[src/rtl/arb_pkg.sv]
// Shared types for the request/grant arbitration protocol.
// Used by the arbiter, the requester and the benches.
//   NUM_CLIENTS : number of arbitration clients
//   req_state_t : requester channel state
package arb_pkg;

    localparam int NUM_CLIENTS = 2;

    typedef enum logic [1:0] {
        IDLE,
        REQ,
        OWN,
        RELEASE
    } req_state_t;

endpackage

[src/rtl/arb_req_chan.sv]
// One requester channel: job queue counter, request FSM, wait/beat counters
// and single-cycle status pulses. All outputs are registered.
//   clk, rst     : clock, asynchronous active-high reset
//   start        : enqueue one job (pulse per job)
//   grant        : arbiter grant for this client
//   request      : request to the arbiter
//   done         : burst completed pulse
//   timeout_err  : job abandoned pulse
//   ovf          : start dropped, queue full pulse
//   bad_grant    : grant seen while IDLE or RELEASE pulse
//   pending      : queued job count
module arb_req_chan
    import arb_pkg::*;
#(
    parameter int unsigned BURST_LEN = 4,
    parameter int unsigned TIMEOUT   = 16,
    parameter int unsigned PEND_W    = 3
) (
    input  logic              clk,
    input  logic              rst,
    input  logic              start,
    input  logic              grant,
    output logic              request,
    output logic              done,
    output logic              timeout_err,
    output logic              ovf,
    output logic              bad_grant,
    output logic [PEND_W-1:0] pending
);

    localparam int unsigned WAIT_W = (TIMEOUT > 2) ? $clog2(TIMEOUT) : 1;
    localparam int unsigned BEAT_W = (BURST_LEN > 1) ? $clog2(BURST_LEN) : 1;
    localparam logic [WAIT_W-1:0] WAIT_LAST = WAIT_W'(TIMEOUT - 1);
    localparam logic [BEAT_W-1:0] BEAT_LAST = BEAT_W'(BURST_LEN - 1);

    req_state_t        state_q, state_d;
    logic [WAIT_W-1:0] wait_q, wait_d;
    logic [BEAT_W-1:0] beat_q, beat_d;
    logic [PEND_W-1:0] pend_d;
    logic              request_d, done_d, tmo_d, ovf_d, bad_d;
    logic              job_end;

    // State register and registered outputs
    always_ff @(posedge clk or posedge rst) begin
        if (rst) begin
            state_q     <= IDLE;
            wait_q      <= '0;
            beat_q      <= '0;
            pending     <= '0;
            request     <= 1'b0;
            done        <= 1'b0;
            timeout_err <= 1'b0;
            ovf         <= 1'b0;
            bad_grant   <= 1'b0;
        end else begin
            state_q     <= state_d;
            wait_q      <= wait_d;
            beat_q      <= beat_d;
            pending     <= pend_d;
            request     <= request_d;
            done        <= done_d;
            timeout_err <= tmo_d;
            ovf         <= ovf_d;
            bad_grant   <= bad_d;
        end
    end

    // Next-state, counters and pulse decode
    always_comb begin
        state_d = state_q;
        wait_d  = wait_q;
        beat_d  = beat_q;
        done_d  = 1'b0;
        tmo_d   = 1'b0;
        ovf_d   = 1'b0;
        pend_d  = pending;

        unique case (state_q)
            IDLE: begin
                wait_d = '0;
                beat_d = '0;
                if (pending != '0 || start) begin
                    state_d = REQ;
                end
            end
            REQ: begin
                if (grant) begin
                    state_d = OWN;
                    wait_d  = '0;
                    beat_d  = '0;
                end else if (wait_q == WAIT_LAST) begin
                    state_d = RELEASE;
                    tmo_d   = 1'b1;
                    wait_d  = '0;
                end else begin
                    wait_d = wait_q + WAIT_W'(1);
                end
            end
            OWN: begin
                if (grant) begin
                    if (beat_q == BEAT_LAST) begin
                        state_d = RELEASE;
                        done_d  = 1'b1;
                        beat_d  = '0;
                    end else begin
                        beat_d = beat_q + BEAT_W'(1);
                    end
                end else begin
                    // Preempted: job stays queued, burst restarts from zero
                    state_d = REQ;
                    beat_d  = '0;
                    wait_d  = '0;
                end
            end
            RELEASE: begin
                // One low cycle; with more work queued, pass through IDLE
                // without spending a cycle there so the gap stays at one.
                wait_d = '0;
                beat_d = '0;
                if (pending != '0 || start) begin
                    state_d = REQ;
                end else begin
                    state_d = IDLE;
                end
            end
            default: state_d = IDLE;
        endcase

        // Pending queue: simultaneous enqueue and consume cancel out
        job_end = done_d | tmo_d;
        if (start && !job_end) begin
            if (pending == {PEND_W{1'b1}}) begin
                ovf_d = 1'b1;
            end else begin
                pend_d = pending + PEND_W'(1);
            end
        end else if (!start && job_end && pending != '0) begin
            pend_d = pending - PEND_W'(1);
        end

        request_d = (state_d == REQ) || (state_d == OWN);
        bad_d     = grant && ((state_q == IDLE) || (state_q == RELEASE));
    end

endmodule

[src/rtl/arb_requester.sv]
// Requester side of the two-client request/grant protocol: one independent
// arb_req_chan per client, bit i of every vector belongs to client i.
//   clk, rst     : clock, asynchronous active-high reset
//   start        : per-client job enqueue pulse
//   grant        : arbiter grant
//   request      : per-client request
//   done         : per-client burst-completed pulse
//   timeout_err  : per-client job-abandoned pulse
//   ovf          : per-client queue-full drop pulse
//   bad_grant    : per-client unexpected grant pulse
//   pending0/1   : queued job count for client 0/1
module arb_requester
    import arb_pkg::*;
#(
    parameter int unsigned BURST_LEN = 4,
    parameter int unsigned TIMEOUT   = 16,
    parameter int unsigned PEND_W    = 3
) (
    input  logic                   clk,
    input  logic                   rst,
    input  logic [NUM_CLIENTS-1:0] start,
    input  logic [NUM_CLIENTS-1:0] grant,
    output logic [NUM_CLIENTS-1:0] request,
    output logic [NUM_CLIENTS-1:0] done,
    output logic [NUM_CLIENTS-1:0] timeout_err,
    output logic [NUM_CLIENTS-1:0] ovf,
    output logic [NUM_CLIENTS-1:0] bad_grant,
    output logic [PEND_W-1:0]      pending0,
    output logic [PEND_W-1:0]      pending1
);

    logic [PEND_W-1:0] pend [NUM_CLIENTS];

    for (genvar i = 0; i < NUM_CLIENTS; i++) begin : g_chan
        arb_req_chan #(
            .BURST_LEN (BURST_LEN),
            .TIMEOUT   (TIMEOUT),
            .PEND_W    (PEND_W)
        ) u_chan (
            .clk         (clk),
            .rst         (rst),
            .start       (start[i]),
            .grant       (grant[i]),
            .request     (request[i]),
            .done        (done[i]),
            .timeout_err (timeout_err[i]),
            .ovf         (ovf[i]),
            .bad_grant   (bad_grant[i]),
            .pending     (pend[i])
        );
    end

    assign pending0 = pend[0];
    assign pending1 = pend[1];

endmodule

[config.mk]
export PLATFORM = sky130hd
export DESIGN_NAME = arb_requester
export DESIGN_NICKNAME = d
export VERILOG_FILES = /design/src/rtl/arb_pkg.sv /design/src/rtl/arb_req_chan.sv /design/src/rtl/arb_requester.sv
export SDC_FILE = /design/constraint.sdc
export NUM_CORES = 1
export LEC_CHECK = 0
export BUFFER_PORTS_ARGS = -buffer_cell sky130_fd_sc_hd__buf_2
export CAP_MARGIN = 5
export CORE_MARGIN = 1
export CORE_UTILIZATION = 35
export CTS_BUF_LIST = sky130_fd_sc_hd__clkbuf_8
export CTS_CLUSTER_SIZE = 25
export DETAILED_ROUTE_END_ITERATION = 10
export SLEW_MARGIN = 20
export SYNTH_ARGS = -nofsm -noshare
export SYNTH_HDL_FRONTEND = slang
export SYNTH_SLANG_ARGS = --single-unit
[constraint.sdc]
create_clock -name clk -period 3.2 [get_ports clk]
set_input_delay 0 -clock clk [delete_from_list [all_inputs] [get_ports clk]]
set_output_delay 0 -clock clk [all_outputs]
set_load 0.02 [all_outputs]
* Yosys cells after proc, flatten, opt, wreduce, memory -nomap -nowiden
Cells that the tools add are included.
Cells by class: eq/ne operators 22, reduce and logical (&&, ||, !) cells 28, $add $sub $neg 8, bitwise operators 2, multiplexer cells 52
Operator list (count):
- $mux W2 | 16
- $mux W4 | 6
- $pmux W4 S3 | 2
- $mux W1 | 18
- $mux W3 | 6
- $eq A2 B2 Y1 const B | 8
- $pmux W2 S4 | 2
- $ne A2 B2 Y1 const B | 6
- $pmux W2 S3 | 2
- $add A4 B1 Y4 const B | 2
- $eq A2 B1 Y1 const B | 4
- $eq A4 B4 Y1 const B | 2
- $logic_and A1 B1 Y1 | 8
- $add A3 B1 Y3 const B | 2
- $eq A3 B3 Y1 const B | 2
- $logic_or A1 B1 Y1 | 6
- $reduce_bool A3 Y1 | 2
- $sub A3 B1 Y3 const B | 2
- $add A2 B1 Y2 const B | 2
- $logic_not A1 Y1 | 4
- $logic_not A2 Y1 | 2
- $reduce_and A2 Y1 | 2
- $reduce_bool A2 Y1 | 2
- $reduce_or A2 Y1 | 2
- $or A1 B1 Y1 | 2
Storage, ports and cells: flip-flop bits (word level) 32

* Longest topological paths before layout
Gate-level depths: netlist of run 1.
word-level depth 9, gate-level depth with buffers 11

* Cells and area by module
A second synthesis of run 1 with hierarchy kept.
Unflattened totals: cell total of the unflattened synthesis 210, area, all modules 2024.4 sq um
Modules (own cells, without submodules):
- arb_req_chan | sequential area each 400.4 sq um, area an instance 1012.2 sq um, cells an instance 105, times used 2

* Worst setup path before layout of run 1
Ideal clock, no wire load.
path kind reg-to-reg, start register g_chan[0].u_chan.state_q[1], end register g_chan[0].u_chan.pending[1], slack 0.740 ns, path buffers 1, period minus slack after synthesis 2.460 ns, data required time 3.075 ns, stages on the path, launching flop included 12, data arrival time 2.334 ns, path through dfrtp_1 -> inv_1 -> ha_1 -> nor2b_1 -> clkbuf_1 -> a21oi_1 -> nand2_1 -> fa_1 -> inv_1 -> o2111ai_1 -> o21ai_0 -> a2111oi_0
On the way: elaborated cells between the ends (all ways) 13
RTL lines:
- from (decl) | line arb_req_chan.sv:36 | req_state_t state_q, state_d;
- from (signal assigned) | line arb_req_chan.sv:56 | state_q <= state_d;
- $eq A2 B2 Y1 / $eq A2 B1 Y1 (equally long branches) | line arb_req_chan.sv:78 | unique case (state_q)
- $mux W1 | line arb_req_chan.sv:78
- $or A1 B1 Y1 * | line arb_req_chan.sv:130 | job_end = done_d | tmo_d;
- $logic_not A1 Y1 * | line arb_req_chan.sv:131 | if (start && !job_end) begin
- $logic_and A1 B1 Y1 * | line arb_req_chan.sv:131
- $mux W3 * | line arb_req_chan.sv:131
- net g_chan[0].u_chan.pend_d[1] | line arb_req_chan.sv:39 | logic [PEND_W-1:0] pend_d;
- to (signal assigned) | line arb_req_chan.sv:59 | pending <= pend_d;
- to (decl) | line arb_req_chan.sv:28 | output logic [PEND_W-1:0] pending
Mark *: on every way through the listed nets, which the timed path passes. The rest lies on a longest branch. A chain may end at the register's enable or synchronous reset.

* Worst setup path in the final report of run 1
start register g_chan[0].u_chan.state_q[0], end register g_chan[0].u_chan.pending[1]
On the way: elaborated cells between the ends (all ways) 13
RTL lines:
- $eq A2 B2 Y1 | line arb_req_chan.sv:78
- $mux W1 | line arb_req_chan.sv:78
- net g_chan[0].u_chan.done_d | line arb_req_chan.sv:40 | logic request_d, done_d, tmo_d, ovf_d, bad_d;
- $or A1 B1 Y1 | line arb_req_chan.sv:130
- $logic_not A1 Y1 | line arb_req_chan.sv:131
- $logic_and A1 B1 Y1 | line arb_req_chan.sv:131
- $mux W3 | line arb_req_chan.sv:131
- net g_chan[0].u_chan.pend_d[1] | line arb_req_chan.sv:39
The timed path passes the listed nets, and every way through them passes these cells.

==> results.ini, run 1 <==
[floorplanning]
die_y_um=77.4
die_x_um=77.4
io_pins=22
core_area_mm2=0.00551
num_rows=27
start_util_pct=36.1
fp.dieArea_mm2=0.00599

[route]
dr.pass1.iters=4
drt_iter0_markers=100
routedWlPerCell_um=12.8
routed_wl_um=3900
postRouteAntennaNets=0
vias_per_cell=5.19
vias=1582
drcViolationCount=0

[clock_tree]
cts_setup_buffers=0
cts-root-buf=clkbuf_8
clock_path_buffers=2
cts_resized=0
htreeDepth=2
cts_buffers=5
cts_tree=built
clkLatencyLatePin_ns=0.28
holdBufCountCts=3
path_clk_slew_ns=0.07
cts_sinks=32

[sta]
post-route-period-util_pct=85.0
relSlewSlack_pct=57.4
clock_skew_ns=0.00414
tightest_slew_ns=0.638
maxSlewViolCount=0
rsz0062_at_grt=no
fin_crit_ns=2.72
setup_violations=0
finalSetupTns_ns=0
fin_ws_ns=0.479
fmax_mhz=367
finalHoldViolations=0

[yosys]
synth_compound_area_share_pct=21.1
synth_top_family_by_area=compound AO/OA/AOI/OAI gates
synth.avg_cell_area_um2=9.13
yosysSeqAreaShare_pct=40.3
synth_fp_nets=238
synthAdderAreaFrac_pct=9.56
synth_area_mm2=0.00199
yosys.area_share.simple_pct=18.0
synth_cell_types=45
synth_mux_area_share_pct=1.07
synth_seq_cells=32
synth_xor_area_share_pct=0.881
yosys_warnings=0
netlist_instances=218

[place]
dp.final_hpwl_um=2740
portBuffers=21
gp_congestion=0.780
pre_cts_ws_ns=0.454

[finish]
ff_latch_area_um2=801
area_delta_synth_final_pct=11.7
antenna_cells=0
fin_nets=252
final_common_cell=dfrtp_1
fillerInstances=543
post_route_cells_drive_above_1_share_pct=15.5
multi_input_area_mm2=0.00101
final_cell_mix=32 x dfrtp_1, 21 x buf_2, 19 x o21ai_0

[worst_hold_path]
hold_path.class=in -> reg

[grt]
grt_pass1_vias=1433
grt_overflow=0
antenna_found_initial=0
grt_max_degree=27
grt_first_pass_wirelength_um=6730
gr-usage-all-layers_pct=14.3

[power_and_ir_drop]
power_density_mw_per_mm2=818
ir_worst_vdd_mv=0.225
p_leak_nw=1.08

[setup_path]
crit_path_end_kind=register
start_kind=register
crit_arrival_ns=2.88
cp_data_required_time_ns=3.36
worst_path_largest_cell_delay_ns=0.53
cp_common_cell=inv_1
critPathSlowestCell=fa_1
crit_chain=inv_1 > ha_1 > nand3_1 > inv_1 > a21oi_1 > nand2_1 > fa_1 > inv_1 > o2111ai_1 > o21ai_0 > a2111oi_0
path_class=reg -> reg
worst-path-max-fanout=5

[status]
status=finished, final reports clean

[run]
cap_viol_max_count=0

==> report_power, final <==
part	internal (mW)	total (mW)	switching, mW
clock network	0.230	0.384	0.154
registers	0.518	0.664	0.146
logic	0.321	0.771	0.450
==> logic make-up (layout without fill, tap and decap cells) <==
logic type,after synthesis,in the layout
multiplexers,2,2
XOR/XNOR,2,2
adder cells (fa/ha/maj),14,14
buffers and inverters,36,51
AND/OR/NAND/NOR,70,70
AO/OA/AOI/OAI,62,62
flip-flops,32,32
==> registers in the layout, summed over array words and instances (netlist names) <==
register / cells
g_chan.u_chan.beat_q: 4
g_chan.u_chan.timeout_err: 2
g_chan.u_chan.request: 2
g_chan.u_chan.done: 2
g_chan.u_chan.bad_grant: 2
g_chan.u_chan.pending: 6
g_chan.u_chan.state_q: 4
g_chan.u_chan.wait_q: 8
g_chan.u_chan.ovf: 2
==> worst max-delay path: cells and delay by family, from the launching register on <==
family / cells / cell delay (ns)
flops: 1 / 0.40
buf+inv: 3 / 0.26
fa+ha+maj: 2 / 0.79
simple gates: 2 / 0.31
compound gates: 4 / 0.83
==> synthesized netlist by cell type, drive strengths merged <==
cell type / number / area share [%]
a22o: 3 / 1.3
nor2: 11 / 2.1
a41oi: 1 / 0.44
o2bb2ai: 2 / 0.88
o31ai: 2 / 0.75
o311a: 1 / 0.50
a2111oi: 2 / 0.88
nor2b: 6 / 1.9
mux2: 1 / 0.57
nand2: 14 / 2.6
o211a: 1 / 0.50
and3: 5 / 1.6
a211o: 1 / 0.50
buf: 14 / 5.0
a22oi: 1 / 0.38
o21ai: 19 / 4.8
nand4: 4 / 1.3
o21a: 1 / 0.38
o22ai: 1 / 0.31
and2: 3 / 0.94
a21oi: 10 / 2.5
mux2i: 1 / 0.50
nand3: 9 / 2.3
or4: 1 / 0.57
a221oi: 2 / 1.2
nor3: 9 / 2.3
fa: 2 / 2.0
or3: 1 / 0.31
o221ai: 1 / 0.44
ha: 12 / 7.5
nor4: 2 / 0.63
a21o: 2 / 0.75
a211oi: 4 / 1.5
clkbuf: 5 / 0.94
a31oi: 2 / 0.63
dfrtp: 32 / 40
o2111ai: 2 / 0.88
xor2: 2 / 0.88
inv: 17 / 3.2
nand2b: 5 / 1.6
o211ai: 4 / 1.5
==> area by class of cell <==
cell class                      count  share of cell area (%)
Clock buffer                        5                    3.10
Tap cell                           72                    4.05
Clock inverter                      3                    1.91
Sequential cell                    32                    36.0
Multi-Input combinational cell    150                    45.3
Inverter                           17                    2.87
Timing Repair Buffer               26                    6.76
==> through the flow <==
stage	instance area [um^2]	hold slack, ns	util (%)	cells	power (mW)
floorplan	1990	0.0825	-	218	1.29
global placement	2080	0.268	37.8	294	1.43
detailed placement	2080	0.264	37.8	294	1.43
CTS	2220	0.0805	40.4	305	1.83
global route	2220	0.125	40.4	305	1.97
finish	2220	0.0906	40.4	305	1.82
==> layer usage <==
metal  share of wire (%)  global-route usage, %  vias up
li1                    -                      -      803
met1                  50                   19.4      740
met2                  44                   21.2       30
met3                 3.6                   3.76        9
met4                 1.8                   6.60        0
met5                   0                      0        -
==> path summary, 6_finish.rpt <==
check	slack, ns	cells after the start	endpoint	start
max	0.48	11	g_chan[0].u_chan.pending[1]$_DFFE_PP0P_	g_chan[0].u_chan.state_q[0]$_DFF_PP0_
min	0.09	2	g_chan[0].u_chan.pending[1]$_DFFE_PP0P_	start[0]
max reg2reg	0.48	11	g_chan[0].u_chan.pending[1]$_DFFE_PP0P_	g_chan[0].u_chan.state_q[0]$_DFF_PP0_
min reg2reg	0.49	1	g_chan[0].u_chan.beat_q[0]$_DFFE_PP0P_	g_chan[0].u_chan.beat_q[0]$_DFFE_PP0P_
max in group asynchronous	2.39	4	g_chan[1].u_chan.request$_DFF_PP0_	rst
min in group asynchronous	0.31	3	g_chan[1].u_chan.state_q[0]$_DFF_PP0_	rst
Power figures use the tool's default switching activity.
==> inputs of run 2 (changes only) <==
==> constraint.sdc (replaced) <==
create_clock -name clk -period 2.25 [get_ports clk]
set_input_delay 0 -clock clk [delete_from_list [all_inputs] [get_ports clk]]
set_output_delay 0 -clock clk [all_outputs]
set_load 0.02 [all_outputs]
==> run 2 against run 1 <==
Compared with the run above:
- die area unchanged
- non-clock buffer count is 39 higher
- register-to-register slack got worse by 0.47 ns
- routed wire length grew 19%
- highest routed layer unchanged
- total power grew 68%
- hold slack lost 0.055 ns
- clock skew is 0.0050 ns higher
- critical path depth fell by 2
- sequential power grew 40%
==> results.ini, run 2 (synthesis results as in run 1) <==
[status]
status=finished, final reports clean

[setup_path]
cp_data_required_time_ns=2.42  ; -0.94 ns
crit_path_end_kind=register
path_class=reg -> reg
rrSetupSlack_ns=0.008  ; -0.47 ns
reg2reg_to=g_chan[1].u_chan.pending[1]$_DFFE_PP0P_
reg2reg_depth=9  ; -2
critPathLaunch=g_chan[1].u_chan.state_q[0]$_DFF_PP0_
r2r_start=g_chan[1].u_chan.state_q[0]$_DFF_PP0_
start_kind=register
crit_arrival_ns=2.41  ; -0.47 ns
worst-path-max-fanout=3  ; -2

[route]
dr.pass1.iters=4  ; unchanged
vias=1764  ; +12%
postRouteAntennaNets=0  ; unchanged
drcViolationCount=0  ; unchanged
routedWlPerCell_um=13.5  ; +5.2%
vias_per_cell=5.13  ; -1.1%
drt_iter0_markers=100  ; unchanged
routed_wl_um=4630  ; +19%

[finish]
final_common_cell=buf_4
largest_reg_flops=8  ; unchanged
final_cell_mix=42 x buf_4, 29 x dfrtp_1, 21 x buf_2
fin_nets=291  ; +15%
stdcell_area_mm2=0.00264  ; +19%
largestRegisters=g_chan.u_chan.wait_q: 8 flops, g_chan.u_chan.pending: 6 flops
largest-register=g_chan.u_chan.wait_q
fillerInstances=520  ; -4.2%
final_cells=344  ; +13%
multi_input_area_mm2=0.00114  ; +13%
post_route_cells_drive_above_1_share_pct=37.5  ; +22 points
area_delta_synth_final_pct=32.9
antenna_cells=0  ; unchanged
ff_latch_area_um2=805  ; +0.47%

[sta]
rsz0062_at_grt=yes
tightest_slew_ns=0.786  ; +0.147 ns
fin_ws_ns=0.00849  ; -0.470 ns
post-route-period-util_pct=99.6  ; +15 points
relSlewSlack_pct=47.6  ; -9.8 points
hold_ws_ns=0.0356  ; -0.0550 ns
setup_violations=0  ; unchanged
fin_crit_ns=2.24  ; -0.480 ns
fmax_mhz=446  ; +21%
finalHoldViolations=0  ; unchanged
maxSlewViolCount=0  ; unchanged
clock_skew_ns=0.00916  ; +0.00502 ns

[clock_tree]
cts_tree=built
cts_buffers=5  ; unchanged
clock_path_buffers=2  ; unchanged
path_clk_slew_ns=0.07  ; about the same
clkLatencyLatePin_ns=0.29  ; about the same
cts-root-buf=clkbuf_8
cts_sinks=32  ; unchanged
htreeDepth=2  ; unchanged

[power_and_ir_drop]
power_density_mw_per_mm2=1160  ; +42%
total_power_mw=3.06  ; +68%
ir_worst_vdd_mv=0.453  ; +100%
p_leak_nw=1.28  ; +18%

[grt]
grt_pass1_vias=1674  ; +17%
gr-usage-all-layers_pct=16.0  ; +1.7 points
grt_overflow=0  ; unchanged
grt_max_degree=22  ; -19%
grt_first_pass_wirelength_um=7580  ; +13%
antenna_found_initial=0  ; unchanged

[place]
pre_cts_ws_ns=-0.108  ; -0.561 ns
placedCellCount=325  ; +11%
portBuffers=21  ; unchanged
gp_congestion=0.809  ; +3.8%
post_dp_cell_area_mm2=0.00235  ; +13%
dp.final_hpwl_um=3210  ; +17%

[run]
cap_viol_max_count=0  ; unchanged

[worst_hold_path]
holdCritStartpoint=grant[0]
hold-path-endpoint=g_chan[0].u_chan.bad_grant$_DFF_PP0_
hold_path.class=in -> reg
min_path_cells=3  ; +1

[floorplanning]
start_util_pct=36.1  ; unchanged
io_pins=22  ; unchanged
fp.dieArea_mm2=0.00599  ; unchanged
die_y_um=77.4  ; unchanged
core_area_mm2=0.00551  ; unchanged
num_rows=27  ; unchanged
die_x_um=77.4  ; unchanged

-- run 2: cell count changes in the layout (fill, tap and decap cells not counted), sizes merged --
cell and change:
buf +40, dlygate4sd3 -1, clkinvlp -1, inv +1
-- run 2: area by class of cell --
| cell class | instances | share of cell area [%] |
|---|---|---|
| flip-flops and latches | 32 | 30.4 |
| clock inverters | 3 | 1.47 |
| multi-input cells | 150 | 43.0 |
| repair buffers | 65 | 16.7 |
| clock buffers | 5 | 2.60 |
| well taps | 72 | 3.41 |
| inverters | 17 | 2.41 |
-- run 2: through the flow --
step | util (%) | setup TNS, ns
floorplan | - | -0.0927
global route | 48.0 | -0.152
global placement | 42.6 | 0
finish | 48.0 | 0
CTS | 46.0 | -0.0127
detailed placement | 42.6 | -0.158
-- run 2: worst max path at each step --
stage	endpoint	slack (ns)	cells after the start
2_1_floorplan	g_chan[0].u_chan.pending[1]$_DFFE_PP0P_	-0.09	11
3_5_place_dp	g_chan[0].u_chan.pending[1]$_DFFE_PP0P_	-0.11	11
6_report	g_chan[1].u_chan.pending[1]$_DFFE_PP0P_	0.008	9
3_3_place_gp	g_chan[1].u_chan.pending[1]$_DFFE_PP0P_	0.004	9
4_1_cts	g_chan[0].u_chan.pending[1]$_DFFE_PP0P_	-0.01	11
5_1_grt	g_chan[1].u_chan.pending[1]$_DFFE_PP0P_	-0.09	9
-- run 2: power breakdown --
group	switching (mW)	internal, mW
Clock	0.214	0.324
Sequential	0.190	0.742
Combinational	0.820	0.773
Total	1.22	1.84
-- run 2: repair_timing --
item / in CTS / in global routing
pin swaps: 3 / 8
resized for setup: 9 / 19
setup buffers: 4 / 5
hold buffers: 2 / 0
endpoints found under the hold margin: 20 / 0
setup endpoints to repair: 2 / 2
-- run 2: routing by layer --
layer / vias up / part of all wire [%] / global-route usage [%]
met5: - / 0 / 0
met4: 0 / 1.3 / 6.23
met3: 7 / 4.0 / 2.82
met2: 38 / 45 / 24.2
met1: 841 / 49 / 22.4
li1: 878 / - / -
-- run 2: critical path, cell delays in order, from the launching register on --
cell and delay [ns]:
dfrtp_2 0.42, inv_2 0.07, ha_4 0.16, nand3_2 0.07
o211ai_1 0.15, fa_1 0.61, nor2_2 0.05, a211oi_2 0.21
a211oi_2 0.06, a2111oi_2 0.34
==> inputs of run 3 (changes only) <==
--- a/config.mk
+++ b/config.mk
@@ -5,6 +5,7 @@
 export SDC_FILE = /design/constraint.sdc
 export NUM_CORES = 1
 export LEC_CHECK = 0
+export ABC_AREA = 1
 export BUFFER_PORTS_ARGS = -buffer_cell sky130_fd_sc_hd__buf_2
 export CAP_MARGIN = 5
 export CORE_MARGIN = 1
==> constraint.sdc (replaced) <==
create_clock -name clk -period 2.7 [get_ports clk]
set_input_delay 0 -clock clk [delete_from_list [all_inputs] [get_ports clk]]
set_output_delay 0 -clock clk [all_outputs]
set_load 0.02 [all_outputs]
==> run 3 against run 2 <==
Compared with the run above:
- register-to-register slack improved by 0.63 ns
- critical path type unchanged
- clock-buffer cell count grew 1
- largest cell class unchanged
- non-clock buffer count down 40
- largest power group unchanged
- sequential power fell by 19%
- sequential share of layout area increased by 8.3 points
- synthesized cell count shrank 6.4%
- worst setup slack gained 0.63 ns
- critical endpoint is now g_chan[1].u_chan.pending[2]$_DFFE_PP0P_
- first-iteration DRC count down 23%
==> results.ini, run 3 <==
[grt]
grt_overflow=0  ; unchanged
grt_max_degree=33  ; +50%
grt_first_pass_wirelength_um=5750  ; -24%
gr-usage-all-layers_pct=13.6  ; -2.4 points
grt_pass1_vias=1323  ; -21%
antenna_found_initial=0  ; unchanged

[floorplanning]
core_area_mm2=0.00488  ; -11%
die_y_um=74.3  ; -4.0%
fp.dieArea_mm2=0.00552  ; -7.9%
die_x_um=74.3  ; -4.0%
start_util_pct=37.5  ; +1.3 points
num_rows=25  ; -7.4%
io_pins=22  ; unchanged

[clock_tree]
cts-root-buf=clkbuf_8
cts_resized=0  ; -9
cts_buffers=5  ; unchanged
cts_sinks=32  ; unchanged
path_clk_slew_ns=0.06  ; about the same
clock_path_buffers=2  ; unchanged
htreeDepth=2  ; unchanged
cts_tree=built
clkLatencyLatePin_ns=0.28  ; about the same

[finish]
antenna_cells=0  ; unchanged
largestRegisters=g_chan.u_chan.wait_q: 8 flops, g_chan.u_chan.pending: 6 flops
largest_reg_flops=8  ; unchanged
final_common_cell=nand2_1
final_util_pct=42.4  ; -5.6 points
fillerInstances=488  ; -6.2%
largest-register=g_chan.u_chan.wait_q
fin_nets=246  ; -15%
final_cell_mix=39 x nand2_1, 32 x dfrtp_1, 24 x inv_1
stdcell_area_mm2=0.00207  ; -22%
post_route_cells_drive_above_1_share_pct=23.8  ; -14 points
area_delta_synth_final_pct=13.2

[route]
drcViolationCount=0  ; unchanged
vias_per_cell=4.56  ; -11%
vias=1342  ; -24%
routedWlPerCell_um=10.8  ; -20%
postRouteAntennaNets=0  ; unchanged
routed_wl_um=3180  ; -31%
drt_iter0_markers=77  ; -23%
dr.pass1.iters=4  ; unchanged

[sta]
finalHoldViolations=0  ; unchanged
fmax_mhz=486  ; +8.8%
setup_violations=0  ; unchanged
hold_ws_ns=0.0413  ; +0.00571 ns
tightest_slew_ns=0.409  ; -0.376 ns
relSlewSlack_pct=72.7  ; +25 points
fin_crit_ns=2.06  ; -0.182 ns
clock_skew_ns=0.00383  ; -0.00533 ns
post-route-period-util_pct=76.3  ; -23 points
rsz0062_at_grt=no
maxSlewViolCount=0  ; unchanged
finalSetupTns_ns=0  ; unchanged

[yosys]
synth_area_mm2=0.00183  ; -8.1%
synthArstFlopShare_pct=100  ; unchanged
synth.area.top_cells=dfrtp_1 44%, ha_1 8.2%, nand2_1 8.0%, nand3_1 4.7%, inv_1 4.5%
yosysTopAreaCell=dfrtp_1
synth_fp_nets=224  ; -5.9%
synth_cell_types=31  ; -31%
yosysSeqAreaShare_pct=43.8  ; +3.6 points
synth.avg_cell_area_um2=8.96  ; -1.8%
synth_seq_cells=32  ; unchanged
yosysMostFrequentCell=nand2_1
netlist.area_leader.share_pct=43.8  ; +3.6 points
yosys_warnings=0  ; unchanged
synth_commonest_cells=39 x nand2_1, 32 x dfrtp_1, 22 x inv_1
netlist_instances=204  ; -6.4%
synth-main-ff-cell=dfrtp_1
synth-edff-count=0  ; unchanged

[setup_path]
crit_path_end_kind=register
cp_data_required_time_ns=2.88  ; +0.46 ns
start_kind=register
worst-path-max-fanout=5  ; +2
crit_arrival_ns=2.24  ; -0.17 ns
path_class=reg -> reg

[power_and_ir_drop]
pwr-share-clk_pct=18.8  ; +1.3 points
p_switching_mw=0.848  ; -31%
power_density_mw_per_mm2=960  ; -17%
combPwrFrac_pct=43.1  ; -8.9 points
ir_worst_vdd_mv=0.478  ; +5.6%
sw_frac_of_total_pct=42.7  ; +2.7 points
p_leak_nw=1.17  ; -8.1%
intPower_mw=1.14  ; -38%
seqPwrFrac_pct=38.1  ; +7.7 points

[place]
gp_congestion=0.801  ; -1.0%
post_dp_cell_area_mm2=0.00195  ; -17%
dp.final_hpwl_um=2340  ; -27%
portBuffers=21  ; unchanged

[status]
status=finished, final reports clean

[run]
cap_viol_max_count=0  ; unchanged

[worst_hold_path]
hold_path.class=in -> reg

[run 3: cell types whose count changed in the layout (fill, tap and decap cells not counted), moves of 9 or more]
cell,previous run,this run
nor3_1,9,0
inv_1,13,24
buf_4,42,1
o21ai_0,18,9
nand3_1,6,17
nand2_1,13,39
[run 3: layout make-up]
| cell class | instances | area [um^2] | share of cell area, % |
|---|---|---|---|
| multi-input cells | 132 | 840 | 40.6 |
| flip-flops and latches | 32 | 801 | 38.7 |
| repair buffers | 25 | 143 | 6.89 |
| inverters | 30 | 113 | 5.44 |
| well taps | 67 | 83.8 | 4.05 |
| clock buffers | 6 | 82.6 | 3.99 |
| clock inverters | 2 | 7.51 | 0.363 |
[run 3: path summary, 6_finish.rpt]
check	startpoint	to	slack (ns)	depth (start not counted)
worst max-delay path	g_chan[1].u_chan.state_q[0]$_DFF_PP0_	g_chan[1].u_chan.pending[2]$_DFFE_PP0P_	0.64	11
worst min-delay path	start[0]	g_chan[0].u_chan.ovf$_DFF_PP0_	0.04	3
worst max register to register	g_chan[1].u_chan.state_q[0]$_DFF_PP0_	g_chan[1].u_chan.pending[2]$_DFFE_PP0P_	0.64	11
worst min register to register	g_chan[0].u_chan.beat_q[0]$_DFFE_PP0P_	g_chan[0].u_chan.beat_q[0]$_DFFE_PP0P_	0.50	1
max in group asynchronous	rst	g_chan[0].u_chan.ovf$_DFF_PP0_	2.07	4
min in group asynchronous	rst	g_chan[0].u_chan.pending[2]$_DFFE_PP0P_	0.33	4
[run 3: cell families after synthesis]
logic type,Yosys count,synth area share (%)
flip-flops,32,43.8
AO/OA/AOI/OAI,26,9.17
buffers and inverters,40,10.3
XOR/XNOR,4,1.92
adder cells (fa/ha/maj),14,10.4
AND/OR/NAND/NOR,88,24.4
[run 3: layer usage]
layer	GRT usage, %	part of all wire [%]	vias up
li1	-	-	697
met1	17.3	50	618
met2	22.0	46	25
met3	4.88	3.6	2
met4	3.56	0.69	0
met5	0	0	-
[run 3: critical path, cell delays in order (launching register included)]
cell and delay [ns]:
dfrtp_1 0.41, inv_1 0.08, ha_1 0.23, nand2_1 0.16, inv_2 0.10, nand2_4 0.08, nand3_1 0.14, fa_1 0.40
inv_1 0.06, nand4_1 0.12, nand4_1 0.12, nand2_1 0.05
[run 3: repair_timing]
item	in CTS	in global routing
endpoints found under the hold margin	34	0
hold buffers	3	0
setup buffers	0	0
[run 3: power by group through the flow]
stage          logic, mW  clock network (mW)  registers (mW)
3_5_place_dp       0.856                   0           0.767
2_1_floorplan      0.649                   0           0.798
6_report           0.857               0.374           0.756
4_1_cts            0.866               0.385           0.758
3_3_place_gp       0.850                   0           0.766
5_1_grt             1.00               0.406           0.785
[run 3: metrics by stage]
step | power, mW | cells | worst slack, ns
2_1_floorplan | 1.45 | 204 | 0.859
3_3_place_gp | 1.62 | 283 | 0.645
3_5_place_dp | 1.62 | 283 | 0.650
4_1_cts | 2.01 | 294 | 0.626
5_1_grt | 2.19 | 294 | 0.482
6_report | 1.99 | 294 | 0.641
